==> src/rtl/uart_rx.sv <==
// uart_rx: UART receiver for an 8N1 serial link, oversampled by baud_tick.
// Received bytes are delivered through a one-entry valid/ready holding register.
// Framing, overrun and parity errors are reported as one-clock pulses.
// Optional build macro: UART_RX_PARITY_EN (8E1 frame with even parity check;
// without it the frame is 8N1 and rx_parity_err is tied low).
// OVERSAMPLE must be even and >= 4; SYNC_STAGES must be >= 2.
module uart_rx #(
    parameter int OVERSAMPLE  = 8,
    parameter int SYNC_STAGES = 2
) (
    input  logic       clk,
    input  logic       rst_n,
    input  logic       baud_tick,
    input  logic       rx_serial,
    output logic [7:0] rx_data,
    output logic       rx_valid,
    input  logic       rx_ready,
    output logic       rx_frame_err,
    output logic       rx_overrun,
    output logic       rx_parity_err
);

    localparam int CNT_W = $clog2(OVERSAMPLE + 1);
    localparam logic [CNT_W-1:0] CNT_ZERO = CNT_W'(0);
    localparam logic [CNT_W-1:0] CNT_ONE  = CNT_W'(1);
    localparam logic [CNT_W-1:0] CNT_HALF = CNT_W'(OVERSAMPLE / 2);
    localparam logic [CNT_W-1:0] CNT_FULL = CNT_W'(OVERSAMPLE);

    typedef enum logic [2:0] {
        ST_IDLE   = 3'd0,
        ST_START  = 3'd1,
        ST_DATA   = 3'd2,
`ifdef UART_RX_PARITY_EN
        ST_PARITY = 3'd3,
`endif
        ST_STOP   = 3'd4
    } state_t;

    logic [SYNC_STAGES-1:0] sync_r;
    logic                   rxs_s;
    logic                   rxs_d_r;

    state_t                 state_r;
    state_t                 state_nxt_s;
    logic [CNT_W-1:0]       tick_cnt_r;
    logic [CNT_W-1:0]       tick_cnt_nxt_s;
    logic [CNT_W-1:0]       tick_inc_s;
    logic [2:0]             bit_cnt_r;
    logic [2:0]             bit_cnt_nxt_s;
    logic [7:0]             shift_r;
    logic [7:0]             shift_nxt_s;

    logic                   stop_done_s;
    logic                   par_err_s;
    logic                   frame_good_s;

`ifdef UART_RX_PARITY_EN
    logic                   par_err_r;
    logic                   par_err_nxt_s;

    // Even parity: the data bits plus the parity bit must XOR to zero.
    function automatic logic parity_fail(input logic [7:0] data, input logic par_bit);
        return ^{data, par_bit};
    endfunction
`endif

    assign rxs_s      = sync_r[SYNC_STAGES-1];
    assign tick_inc_s = tick_cnt_r + CNT_ONE;

`ifdef UART_RX_PARITY_EN
    assign par_err_s  = par_err_r;
`else
    assign par_err_s  = 1'b0;
`endif

    assign frame_good_s = stop_done_s & rxs_s & ~par_err_s;

    // Metastability synchronizer for the asynchronous line, idling high.
    always_ff @(posedge clk or negedge rst_n) begin
        if (!rst_n) begin
            sync_r <= {SYNC_STAGES{1'b1}};
        end else begin
            sync_r <= {sync_r[SYNC_STAGES-2:0], rx_serial};
        end
    end

    // One-clock delayed copy of the synchronized line for falling-edge detection.
    always_ff @(posedge clk or negedge rst_n) begin
        if (!rst_n) begin
            rxs_d_r <= 1'b1;
        end else begin
            rxs_d_r <= rxs_s;
        end
    end

    // Receiver state, oversample counter, bit counter and shift register.
    always_ff @(posedge clk or negedge rst_n) begin
        if (!rst_n) begin
            state_r    <= ST_IDLE;
            tick_cnt_r <= CNT_ZERO;
            bit_cnt_r  <= 3'd0;
            shift_r    <= 8'h00;
`ifdef UART_RX_PARITY_EN
            par_err_r  <= 1'b0;
`endif
        end else begin
            state_r    <= state_nxt_s;
            tick_cnt_r <= tick_cnt_nxt_s;
            bit_cnt_r  <= bit_cnt_nxt_s;
            shift_r    <= shift_nxt_s;
`ifdef UART_RX_PARITY_EN
            par_err_r  <= par_err_nxt_s;
`endif
        end
    end

    // Next-state logic: mid-bit sampling of start, data, parity and stop bits.
    always_comb begin
        state_nxt_s    = state_r;
        tick_cnt_nxt_s = tick_cnt_r;
        bit_cnt_nxt_s  = bit_cnt_r;
        shift_nxt_s    = shift_r;
        stop_done_s    = 1'b0;
`ifdef UART_RX_PARITY_EN
        par_err_nxt_s  = par_err_r;
`endif
        case (state_r)
            ST_IDLE: begin
                // Only a 1->0 transition starts a frame, so a held-low line never retriggers.
                if (rxs_d_r && !rxs_s) begin
                    state_nxt_s    = ST_START;
                    tick_cnt_nxt_s = CNT_ZERO;
                end else begin
                    state_nxt_s    = ST_IDLE;
                end
            end
            ST_START: begin
                if (baud_tick) begin
                    if (tick_inc_s == CNT_HALF) begin
                        tick_cnt_nxt_s = CNT_ZERO;
                        if (rxs_s) begin
                            // Line back high at mid start bit: glitch, not a frame.
                            state_nxt_s = ST_IDLE;
                        end else begin
                            state_nxt_s   = ST_DATA;
                            bit_cnt_nxt_s = 3'd0;
`ifdef UART_RX_PARITY_EN
                            par_err_nxt_s = 1'b0;
`endif
                        end
                    end else begin
                        tick_cnt_nxt_s = tick_inc_s;
                    end
                end else begin
                    tick_cnt_nxt_s = tick_cnt_r;
                end
            end
            ST_DATA: begin
                if (baud_tick) begin
                    if (tick_inc_s == CNT_FULL) begin
                        tick_cnt_nxt_s = CNT_ZERO;
                        // LSB arrives first; after eight shifts it sits in bit 0.
                        shift_nxt_s    = {rxs_s, shift_r[7:1]};
                        bit_cnt_nxt_s  = bit_cnt_r + 3'd1;
                        if (bit_cnt_r == 3'd7) begin
`ifdef UART_RX_PARITY_EN
                            state_nxt_s = ST_PARITY;
`else
                            state_nxt_s = ST_STOP;
`endif
                        end else begin
                            state_nxt_s = ST_DATA;
                        end
                    end else begin
                        tick_cnt_nxt_s = tick_inc_s;
                    end
                end else begin
                    tick_cnt_nxt_s = tick_cnt_r;
                end
            end
`ifdef UART_RX_PARITY_EN
            ST_PARITY: begin
                if (baud_tick) begin
                    if (tick_inc_s == CNT_FULL) begin
                        tick_cnt_nxt_s = CNT_ZERO;
                        par_err_nxt_s  = parity_fail(shift_r, rxs_s);
                        state_nxt_s    = ST_STOP;
                    end else begin
                        tick_cnt_nxt_s = tick_inc_s;
                    end
                end else begin
                    tick_cnt_nxt_s = tick_cnt_r;
                end
            end
`endif
            ST_STOP: begin
                if (baud_tick) begin
                    if (tick_inc_s == CNT_FULL) begin
                        tick_cnt_nxt_s = CNT_ZERO;
                        stop_done_s    = 1'b1;
                        state_nxt_s    = ST_IDLE;
                    end else begin
                        tick_cnt_nxt_s = tick_inc_s;
                    end
                end else begin
                    tick_cnt_nxt_s = tick_cnt_r;
                end
            end
            default: begin
                state_nxt_s    = ST_IDLE;
                tick_cnt_nxt_s = CNT_ZERO;
                bit_cnt_nxt_s  = 3'd0;
            end
        endcase
    end

    // Holding register, valid/ready handshake and one-clock error pulses.
    always_ff @(posedge clk or negedge rst_n) begin
        if (!rst_n) begin
            rx_data      <= 8'h00;
            rx_valid     <= 1'b0;
            rx_frame_err <= 1'b0;
            rx_overrun   <= 1'b0;
        end else begin
            rx_frame_err <= stop_done_s & ~rxs_s;
            rx_overrun   <= 1'b0;
            if (frame_good_s) begin
                // A byte accepted on this same clock frees the register for the new one.
                if (!rx_valid || rx_ready) begin
                    rx_data  <= shift_r;
                    rx_valid <= 1'b1;
                end else begin
                    rx_overrun <= 1'b1;
                end
            end else if (rx_valid && rx_ready) begin
                rx_valid <= 1'b0;
            end else begin
                rx_valid <= rx_valid;
            end
        end
    end

`ifdef UART_RX_PARITY_EN
    // Parity error pulse, aligned with the frame error pulse.
    always_ff @(posedge clk or negedge rst_n) begin
        if (!rst_n) begin
            rx_parity_err <= 1'b0;
        end else begin
            rx_parity_err <= stop_done_s & par_err_s;
        end
    end
`else
    assign rx_parity_err = 1'b0;
`endif

endmodule

==> config.mk <==
export PLATFORM = sky130hd
export DESIGN_NAME = uart_rx
export DESIGN_NICKNAME = d
export VERILOG_FILES = /design/src/rtl/uart_rx.sv
export SDC_FILE = /design/constraint.sdc
export NUM_CORES = 1
export LEC_CHECK = 0
export BUFFER_PORTS_ARGS = -buffer_cell sky130_fd_sc_hd__clkbuf_2
export CORE_MARGIN = 1.5
export CORE_UTILIZATION = 56
export DETAILED_ROUTE_END_ITERATION = 8
export GPL_ROUTABILITY_DRIVEN = 0
export PLACE_DENSITY = 0.77
export SYNTH_ARGS = -nofsm -noshare
export SYNTH_HDL_FRONTEND = slang
export SYNTH_SLANG_ARGS = --single-unit
==> constraint.sdc <==
create_clock -name clk -period 2.2 [get_ports clk]
set_input_delay 0.44 -clock clk [delete_from_list [all_inputs] [get_ports clk]]
set_output_delay 0.44 -clock clk [all_outputs]
set_load 0.01 [all_outputs]
==> results of run 1 <==
-- metal layers --
metal  wire length [µm]  global-route usage  vias to the layer above
met4                 35              0.0792                        0
met5                  0                   0                        -
met2               1220               0.290                       25
met1               1210               0.271                      491
li1                   -                   -                      479
met3                133              0.0765                        7
-- sequential cells by signal, indices dropped and copies added, names as in the netlist, 2 cells and up --
signal	cells
state_r	3
tick_cnt_r	4
sync_r	2
shift_r	8
bit_cnt_r	3
rx_data	8
-- kinds of logic (layout without fill, tap and decap cells) --
kind of cell,count (synthesis),count (layout),synth area share
buffers and inverters,7,28,0.0257
multiplexers,17,17,0.134
AND/OR/NAND/NOR,30,30,0.133
AO/OA/AOI/OAI,28,28,0.146
flip-flops,32,32,0.534
adder cells (fa/ha/maj),3,3,0.0249
other,1,1,0.00249
-- report_power, final --
| group | switching [mW] | internal, mW |
|---|---|---|
| Combinational | 0.174 | 0.157 |
| Sequential | 0.0836 | 0.636 |
| Clock | 0.202 | 0.156 |
-- metrics by stage --
| stage | worst slack (ns) | total power, mW |
|---|---|---|
| detailed placement | 0.390 | 1.06 |
| CTS | 0.378 | 1.41 |
| floorplan | 0.575 | 0.957 |
| global route | 0.246 | 1.49 |
| finish | 0.338 | 1.41 |
| global placement | 0.472 | 1.04 |
-- final cells by class --
type,instances,share of cell area
repair buffers,17,0.0539
well taps,30,0.0225
clock buffers,7,0.0330
multi-input cells,79,0.398
flip-flops and latches,32,0.482
inverters,3,0.00674
clock inverters,1,0.00449
-- worst max path at each step --
stage                   end  slack [ns]
5_1_grt        bit_cnt_r[0]        0.25
3_5_place_dp   bit_cnt_r[0]        0.39
6_report       bit_cnt_r[0]        0.34
2_1_floorplan    shift_r[0]        0.57
4_1_cts        bit_cnt_r[0]        0.38
3_3_place_gp   bit_cnt_r[0]        0.47
-- Yosys cell counts, types with 2 or more instances --
cell and instances:
a21oi_1 2, dfrtp_1 29, and3b_1 2, a31oi_1 2
nor3b_1 4, inv_1 3, nand2b_1 4, or2_2 2
o22ai_1 2, nor2_1 2, a211oi_1 4, mux2_2 14
a22o_1 2, ha_1 3, o21ai_0 5, mux2_4 3
dfstp_2 3, nor3_1 2, nand2_1 6
==> results.tsv, run 1 <==
stage	metric	value	unit
outcome	status	finished clean	
logic_synthesis	synth_top_area_frac	0.481	
global_routing	grt_start_max_net_pins	33	
pwr	p_leak	0.835	nW
timing	rsz0062_at_grt	false	
die	ios	17	
critical_path	worstSetupEndpointType	register	
layout	seqCellArea	805	µm²
timing	slew_headroom	0.479	
timing	fin_hold_ws	0.172	ns
layout	fin_nets	146	
pwr	powerDensity	844	mW/mm²
place	dp_hpwl	1810	µm
clocking	htree_levels	2	
layout	finalNonFillerCells	169	
critical_path	arrival	2.08	ns
layout	mostFrequentLayoutCell	dfrtp_1	
clocking	cts-buffers-inserted	5	
logic_synthesis	synth_area_leaders	dfrtp_1 48%, mux2_2 10%, dfstp_2 5.2%, mux2_4 3.0%, ha_1 2.5%	
timing	fmax	537	MHz
global_routing	grt_pass1_wl	4110	µm
critical_path	startpoint_type	register	
logic_synthesis	ys_ff_latch	32	
timing	finalSetupTns	0	ns
clocking	ctsResizeCount	0	
routing	via_per_inst	5.93	
layout	most-common-layout-cells	29 x dfrtp_1, 15 x clkbuf_2, 14 x mux2_2, 6 x nand2_1	
die	num_rows	18	
global_routing	grt_pass1_vias	871	
clocking	cts.sinks	32	
logic_synthesis	yosysTopAreaCell	dfrtp_1	
clocking	root_buffer	clkbuf_4	
critical_path	slowest_delay	0.45	ns
clocking	worstSkewPairLatency	0.33	ns
logic_synthesis	syn_nets	126	
logic_synthesis	synth_edf_count	0	
layout	layout.filler_cells	196	
timing	slew_viol_final	0	
logic_synthesis	async_flop_share	1.00	
critical_path	path_cells	ha_1 > nor3b_1 > a311o_1 > o311ai_2 > mux2_2	
logic_synthesis	synth.distinct_cells	43	
critical_path	cp_num_buf_inv	0	
critical_path	r2r_setup_slack	0.34	ns
critical_path	cp.depth	5	
timing	skew	0.00671	ns
routing	ant_nets	0	
layout	multi_input_area	664	µm²
layout	area_growth_syn_to_layout	10.8	%
timing	finalHoldViolCount	0	
clocking	tritoncts	built	
routing	wl	2600	µm
timing	fin_crit_sh	0.847	
die	initial_utilization	0.598	
routing	firstDrtPassIters	4	
logic_synthesis	ys.flop_type	dfrtp_1	
critical_path	crit_required	2.42	ns
place	port_buffers	15	
logic_synthesis	synth.yosys.seq_area_share	0.534	
critical_path	cp_max_fo	6	
global_routing	grt.total_usage	0.200	
layout	antenna_cells	0	
global_routing	overflow	0	
die	die-area	0.00301	mm²
routing	routed-via-count	1002	
logic_synthesis	synthCells	118	
timing	setup_viol	0	
layout	final_util	0.662	
clocking	ctsHoldBuffers	0	
routing	drc	0	
global_routing	antenna_found_initial	0	
critical_path	r2r_cells	5	
timing	min_period	1.86	ns
clocking	path_clk_slew	0.10	ns
die	coreArea	0.00252	mm²
timing	max_slew.worst_pin.slew	0.782	ns
min_path	hold_class	in2async	
place	dp.cells	161	
routing	wl_per_cell	15.4	µm
critical_path	crit_type	reg2reg	
die	die_h	54.9	µm
logic_synthesis	yosys_warnings	0	
critical_path	timing.rr.start	tick_cnt_r[0]	
clocking	cts_setup_buffers	0	
pwr	max-vdd-ir-drop	0.000576	V
layout	drive_gt1_frac	0.374	
critical_path	crit_slowest_cell	dfrtp_1	
clocking	ctsLongestPathBuffers	2	
flow_run	max_cap_violations	0	
critical_path	setup.worst_path.start	tick_cnt_r[0]	
critical_path	cp_top_family	flip-flops	
logic_synthesis	syn-cell-area	0.00151	mm²
logic_synthesis	syn_area_per_cell	12.8	µm²
place	placedInstanceArea	0.00161	mm²
routing	drt_iter0_markers	33	
layout	stdcell_area	0.00167	mm²
die	die_x	54.9	µm
critical_path	rr_endpoint	bit_cnt_r[0]	
No activity file was read; power rests on OpenSTA's default activity.
==> inputs of run 2 (changes only) <==
- CORE_UTILIZATION: 56 -> 51
- PLACE_DENSITY: 0.77 -> 0.74
- clock period: 2.2 -> 1.6 ns (I/O delays scaled with it)
==> results.tsv, run 2 (synthesized netlist as in run 1, its figures left out) <==
stage	metric	value	unit	change
critical_path	cp_max_fo	8		was 6
layout	drive_gt1_frac	0.473		was 0.374
outcome	violations	negative setup slack		
global_routing	overflow	0		unchanged
routing	wl	2810	µm	was 2600 µm
global_routing	antenna_found_initial	0		unchanged
routing	routed-via-count	1030		was 1,002
clocking	worstSkewPairLatency	0.34	ns	was 0.33 ns
layout	area_growth_syn_to_layout	20.4	%	was 10.8%
global_routing	grt_start_max_net_pins	33		unchanged
place	pre_cts_ws	-0.0553	ns	was 0.390 ns
routing	wl_per_cell	15.7	µm	was 15.4 µm
clocking	cts-buffers-inserted	5		unchanged
layout	final_util	0.653		was 0.662
critical_path	startpoint_type	register		unchanged
routing	firstDrtPassIters	4		unchanged
place	dp_hpwl	1910	µm	was 1810 µm
critical_path	crit_required	1.84	ns	was 2.42 ns
critical_path	crit_slowest_cell	dfrtp_1		unchanged
global_routing	grt_pass1_vias	961		was 871
timing	postLayoutSetupSlackWorst	-0.0241	ns	was 0.338 ns
timing	fmax	616	MHz	was 537 MHz
layout	mostFrequentLayoutCell	dfrtp_1		unchanged
critical_path	timing.rr.start	tick_cnt_r[3]		was tick_cnt_r[0]
critical_path	worstSetupEndpointType	register		unchanged
min_path	hold_class	in2reg		was in2async
critical_path	crit_type	reg2reg		unchanged
critical_path	r2r_setup_slack	-0.02	ns	was 0.34 ns
routing	drt_iter0_markers	44		was 33
die	die_h	57.4	µm	was 54.9 µm
timing	min_period	1.62	ns	was 1.86 ns
clocking	tritoncts	built		unchanged
pwr	max-vdd-ir-drop	0.00130	V	was 0.000576 V
routing	via_per_inst	5.75		was 5.93
timing	finalHoldViolCount	0		unchanged
die	die-area	0.00329	mm²	was 0.00301 mm²
clocking	path_clk_slew	0.11	ns	was 0.10 ns
die	coreArea	0.00278	mm²	was 0.00252 mm²
critical_path	setup.worst_path.start	tick_cnt_r[3]		was tick_cnt_r[0]
clocking	root_buffer	clkbuf_4		unchanged
die	ios	17		unchanged
critical_path	arrival	1.86	ns	was 2.08 ns
die	initial_utilization	0.542		was 0.598
critical_path	path_cells	and3b_1 > o2111a_2 > nand4_4 > mux2_4		was ha_1 > nor3b_1 > a311o_1 > o311ai_2 > mux2_2
die	num_rows	19		was 18
layout	largest_registers	rx_data (8), shift_r (8), tick_cnt_r (4)		unchanged
timing	skew	0.0118	ns	was 0.00671 ns
routing	drc	0		unchanged
pwr	powerDensity	1230	mW/mm²	was 844 mW/mm²
outcome	status	finished, violations left		was finished clean
timing	slew_viol_final	0		unchanged
global_routing	grt.total_usage	0.187		was 0.200
layout	layout.filler_cells	214		was 196
clocking	htree_levels	2		unchanged
flow_run	max_cap_violations	0		unchanged
global_routing	grt_pass1_wl	4590	µm	was 4110 µm
place	port_buffers	15		unchanged
layout	most-common-layout-cells	25 x dfrtp_1, 15 x clkbuf_2, 13 x mux2_2, 10 x buf_4		was 29 x dfrtp_1, 15 x clkbuf_2, 14 x mux2_2, 6 x nand2_1
critical_path	critPathCapture	rx_data[3]		was bit_cnt_r[0]
timing	rsz0062_at_grt	true		was false
routing	ant_nets	0		unchanged
timing	setup_viol	4		was 0
clocking	cts.sinks	32		unchanged
layout	fin_nets	155		was 146
critical_path	r2r_cells	4		was 5
layout	seqCellArea	810	µm²	was 805 µm²
die	die_x	57.4	µm	was 54.9 µm
layout	antenna_cells	0		unchanged
timing	fin_crit_sh	1.02		was 0.847
critical_path	slowest_delay	0.43	ns	was 0.45 ns
layout	multi_input_area	712	µm²	was 664 µm²
critical_path	rr_endpoint	rx_data[3]		was bit_cnt_r[0]
clocking	ctsLongestPathBuffers	2		unchanged
pwr	p_leak	0.894	nW	was 0.835 nW
==> run 2: cell count changes in the layout (fill, tap and decap cells not counted), moves of 2 or more <==
cell	previous run	this run
buf_4	2	10
dfrtp_1	29	25
dfrtp_2	0	4
nor3b_1	4	2
nor3b_4	0	2
==> run 2: layout make-up <==
cell class                 count  share of cell area
timing repair buffer          26              0.0882
clock inverter                 3              0.0255
tap                           31              0.0214
sequential                    32               0.446
inverter                       3             0.00620
multi-input combinational     79               0.392
clock buffer                   5              0.0207
==> run 2: how the worst min path moves through the flow <==
| stage | end | from | cells past startpoint | slack (ns) |
|---|---|---|---|---|
| 2_1_floorplan | bit_cnt_r[0] | rst_n | 0 | 0.02 |
| 5_1_grt | sync_r[0] | rx_serial | 1 | 0.03 |
| 3_5_place_dp | sync_r[1] | sync_r[0] | 0 | 0.35 |
| 6_report | sync_r[0] | rx_serial | 1 | 0.06 |
| 4_1_cts | sync_r[0] | rx_serial | 1 | 0.04 |
| 3_3_place_gp | sync_r[1] | sync_r[0] | 0 | 0.35 |
==> run 2: where the power goes <==
part / internal [mW] / leakage, nW / switching, mW
registers: 0.883 / 0.424 / 0.120
logic: 0.308 / 0.428 / 0.281
clock network: 0.334 / 0.0418 / 0.303
==> run 2: metrics by stage <==
| step | total power, mW | hold WS, ns | std cells | cell area [µm²] | TNS (ns) |
|---|---|---|---|---|---|
| after floorplan | 1.32 | 0.0244 | 118 | 1520 | 0 |
| after global placement | 1.51 | 0.349 | 169 | 1670 | -0.00373 |
| after detailed placement | 1.53 | 0.349 | 169 | 1670 | -0.515 |
| after CTS | 2.18 | 0.0383 | 178 | 1770 | -0.581 |
| after global routing | 2.37 | 0.0341 | 179 | 1820 | -1.37 |
| final | 2.23 | 0.0556 | 179 | 1820 | -0.0489 |
==> run 2: layer usage <==
| layer | GRT usage | vias up | routed length [µm] |
|---|---|---|---|
| met5 | 0 | - | 0 |
| met4 | 0.0698 | 0 | 51 |
| met3 | 0.0635 | 5 | 169 |
| met2 | 0.289 | 32 | 1350 |
| met1 | 0.244 | 497 | 1240 |
| li1 | - | 496 | - |
==> run 2: what timing repair did <==
item | in CTS | in global routing
hold buffers | 1 | 0
hold endpoints to repair | 29 | 0
setup buffers | 0 | 1
pin swaps | 4 | 1
gates resized for setup | 1 | 10
endpoints found under the setup margin | 20 | 24
==> run 2: worst max-delay path: cells and delay by family (launching register included) <==
family | cells | cell delay [ns]
simple gates | 2 | 0.44
flops | 1 | 0.43
mux | 1 | 0.36
compound gates | 1 | 0.29
==> inputs of run 3 (changes only) <==
- ABC_CLOCK_PERIOD_IN_PS: not set -> 1600
- CELL_PAD_IN_SITES_DETAIL_PLACEMENT: not set -> 0
- CELL_PAD_IN_SITES_GLOBAL_PLACEMENT: not set -> 1
- CORE_UTILIZATION: 51 -> 42
- PLACE_DENSITY: 0.74 -> not set
- PLACE_DENSITY_LB_ADDON: not set -> 0.1
- SETUP_SLACK_MARGIN: not set -> 0.1
==> results.tsv, run 3 (synthesized netlist as in run 1, its figures left out) <==
stage	metric	value	unit	change
die	die-area	0.00396	mm²	was 0.00329 mm²
place	port_buffers	15		unchanged
critical_path	crit_required	1.81	ns	was 1.84 ns
timing	fmax	600	MHz	was 616 MHz
routing	wl_per_cell	15.9	µm	was 15.7 µm
timing	fin_crit_sh	1.04		was 1.02
global_routing	overflow	0		unchanged
clocking	tritoncts	built		unchanged
critical_path	startpoint_type	register		unchanged
layout	most-common-layout-cells	24 x dfrtp_1, 23 x buf_4, 15 x clkbuf_2, 13 x mux2_2		was 25 x dfrtp_1, 15 x clkbuf_2, 13 x mux2_2, 10 x buf_4
layout	final_util	0.600		was 0.653
outcome	status	finished, violations left		unchanged
routing	routed-via-count	1114		was 1,030
global_routing	grt_pass1_vias	1143		was 961
critical_path	rr_endpoint	bit_cnt_r[0]		was rx_data[3]
die	ios	17		unchanged
die	num_rows	21		was 19
clocking	root_buffer	clkbuf_4		unchanged
layout	antenna_cells	0		unchanged
critical_path	r2r_setup_slack	-0.07	ns	was -0.02 ns
timing	min_period	1.67	ns	was 1.62 ns
timing	skew	0.0167	ns	was 0.0118 ns
routing	via_per_inst	5.33		was 5.75
critical_path	cp_top_family	flip-flops		was simple AND/OR/NAND/NOR gates
critical_path	crit_type	reg2reg		unchanged
clocking	cts-buffers-inserted	5		unchanged
critical_path	crit_slowest_cell	dfrtp_1		unchanged
min_path	holdPathStages	1		unchanged
critical_path	slowest_delay	0.41	ns	was 0.43 ns
global_routing	grt.total_usage	0.174		was 0.187
min_path	hold_end	sync_r[0]		unchanged
timing	postLayoutSetupSlackWorst	-0.0678	ns	was -0.0241 ns
clocking	cts.sinks	32		unchanged
flow_run	max_cap_violations	0		unchanged
timing	setup_viol	17		was 4
pwr	powerDensity	1260	mW/mm²	was 1230 mW/mm²
die	die_h	62.9	µm	was 57.4 µm
timing	finalHoldViolCount	0		unchanged
global_routing	antenna_found_initial	0		unchanged
critical_path	arrival	1.88	ns	was 1.86 ns
pwr	p_leak	0.993	nW	was 0.894 nW
die	initial_utilization	0.445		was 0.542
timing	rsz0062_at_grt	true		unchanged
critical_path	cp_max_fo	4		was 8
place	dp_hpwl	2020	µm	was 1910 µm
layout	fin_nets	170		was 155
clocking	worstSkewPairLatency	0.34	ns	about the same
min_path	hold_class	in2reg		unchanged
die	coreArea	0.00339	mm²	was 0.00278 mm²
layout	finalNonFillerCells	209		was 179
global_routing	grt_start_max_net_pins	33		unchanged
critical_path	timing.rr.start	tick_cnt_r[3]		unchanged
clocking	ctsLongestPathBuffers	2		unchanged
outcome	violations	negative setup slack		unchanged
global_routing	grt_pass1_wl	5310	µm	was 4590 µm
pwr	max-vdd-ir-drop	0.000624	V	was 0.00130 V
routing	wl	3330	µm	was 2810 µm
pwr	total_power	2.56	mW	was 2.23 mW
critical_path	worstSetupEndpointType	register		unchanged
die	die_x	62.9	µm	was 57.4 µm
layout	largest_registers	rx_data (8), shift_r (8), tick_cnt_r (4)		unchanged
critical_path	r2r_cells	6		was 4
clocking	path_clk_slew	0.10	ns	was 0.11 ns
routing	ant_nets	0		unchanged
place	dp.cells	188		was 169
routing	drt_iter0_markers	61		was 44
layout	area_growth_syn_to_layout	34.9	%	was 20.4%
timing	slew_viol_final	0		unchanged
layout	mostFrequentLayoutCell	dfrtp_1		unchanged
min_path	min_from	rx_serial		unchanged
critical_path	setup.worst_path.start	tick_cnt_r[3]		unchanged
clocking	htree_levels	2		unchanged
critical_path	path_cells	buf_4 > buf_6 > nor3b_4 > a311o_1 > o311ai_4 > mux2_4		was and3b_1 > o2111a_2 > nand4_4 > mux2_4
layout	drive_gt1_frac	0.595		was 0.473
routing	firstDrtPassIters	4		unchanged
routing	drc	0		unchanged
critical_path	cp_num_buf_inv	2		was 0
## run 3: cell types whose count changed in the layout (fill, tap and decap cells not counted), moves of 2 or more
cell,delta
a211oi_1,-4
a211oi_2,+4
buf_4,+13
buf_6,+2
nor3b_4,+2
o21ai_0,-2
or2_4,+2
## run 3: through the flow
step                area, µm²  setup WS, ns  setup TNS [ns]  hold slack [ns]
CTS                      1870       -0.0337          -0.282           0.0457
detailed placement       1720       -0.0715          -0.484            0.347
finish                   2030       -0.0678          -0.820           0.0589
global route             2030        -0.137           -2.00           0.0423
global placement         1720       -0.0495          -0.289            0.347
floorplan                1520        0.0147               0           0.0244
## run 3: timing repair
action / 4_1_cts / 5_1_grt
buffers inserted: 2 / 10
endpoints found under the hold margin: 8 / 0
setup endpoints to repair: 25 / 28
resized for setup: 13 / 21
hold buffers: 1 / 0
pin swaps: 6 / 8
## run 3: worst max-delay path by stage
stage                               to  slack, ns  depth (start not counted)
after detailed placement    shift_r[7]      -0.07                          4
after floorplan             shift_r[0]       0.01                          5
after global routing        rx_data[2]      -0.14                          4
after CTS                   shift_r[1]      -0.03                          4
final                     bit_cnt_r[0]      -0.07                          6
after global placement      shift_r[2]      -0.05                          4
## run 3: routing by layer
metal	wire, µm	GRT usage
met5	0	0
met4	53	0.0833
met3	123	0.0505
met2	1730	0.293
met1	1410	0.203
## run 3: worst register-to-register path, stage by stage (launching register included)
cell and delay (ns):
dfrtp_1 0.41, buf_4 0.14, buf_6 0.11, nor3b_4 0.23
a311o_1 0.26, o311ai_4 0.13, mux2_4 0.27
## run 3: power breakdown
group	switching, mW	internal [mW]
sequential	0.119	0.883
clock	0.275	0.327
combinational	0.419	0.533
total	0.813	1.74
## run 3: final cells by class
cell class | instances | area (µm²)
Multi-Input combinational cell | 79 | 797
Clock inverter | 2 | 35.0
Inverter | 3 | 11.3
Sequential cell | 32 | 811
Fill cell | 286 | 1360
Clock buffer | 6 | 41.3
Timing Repair Buffer | 41 | 280
Tap cell | 46 | 57.6
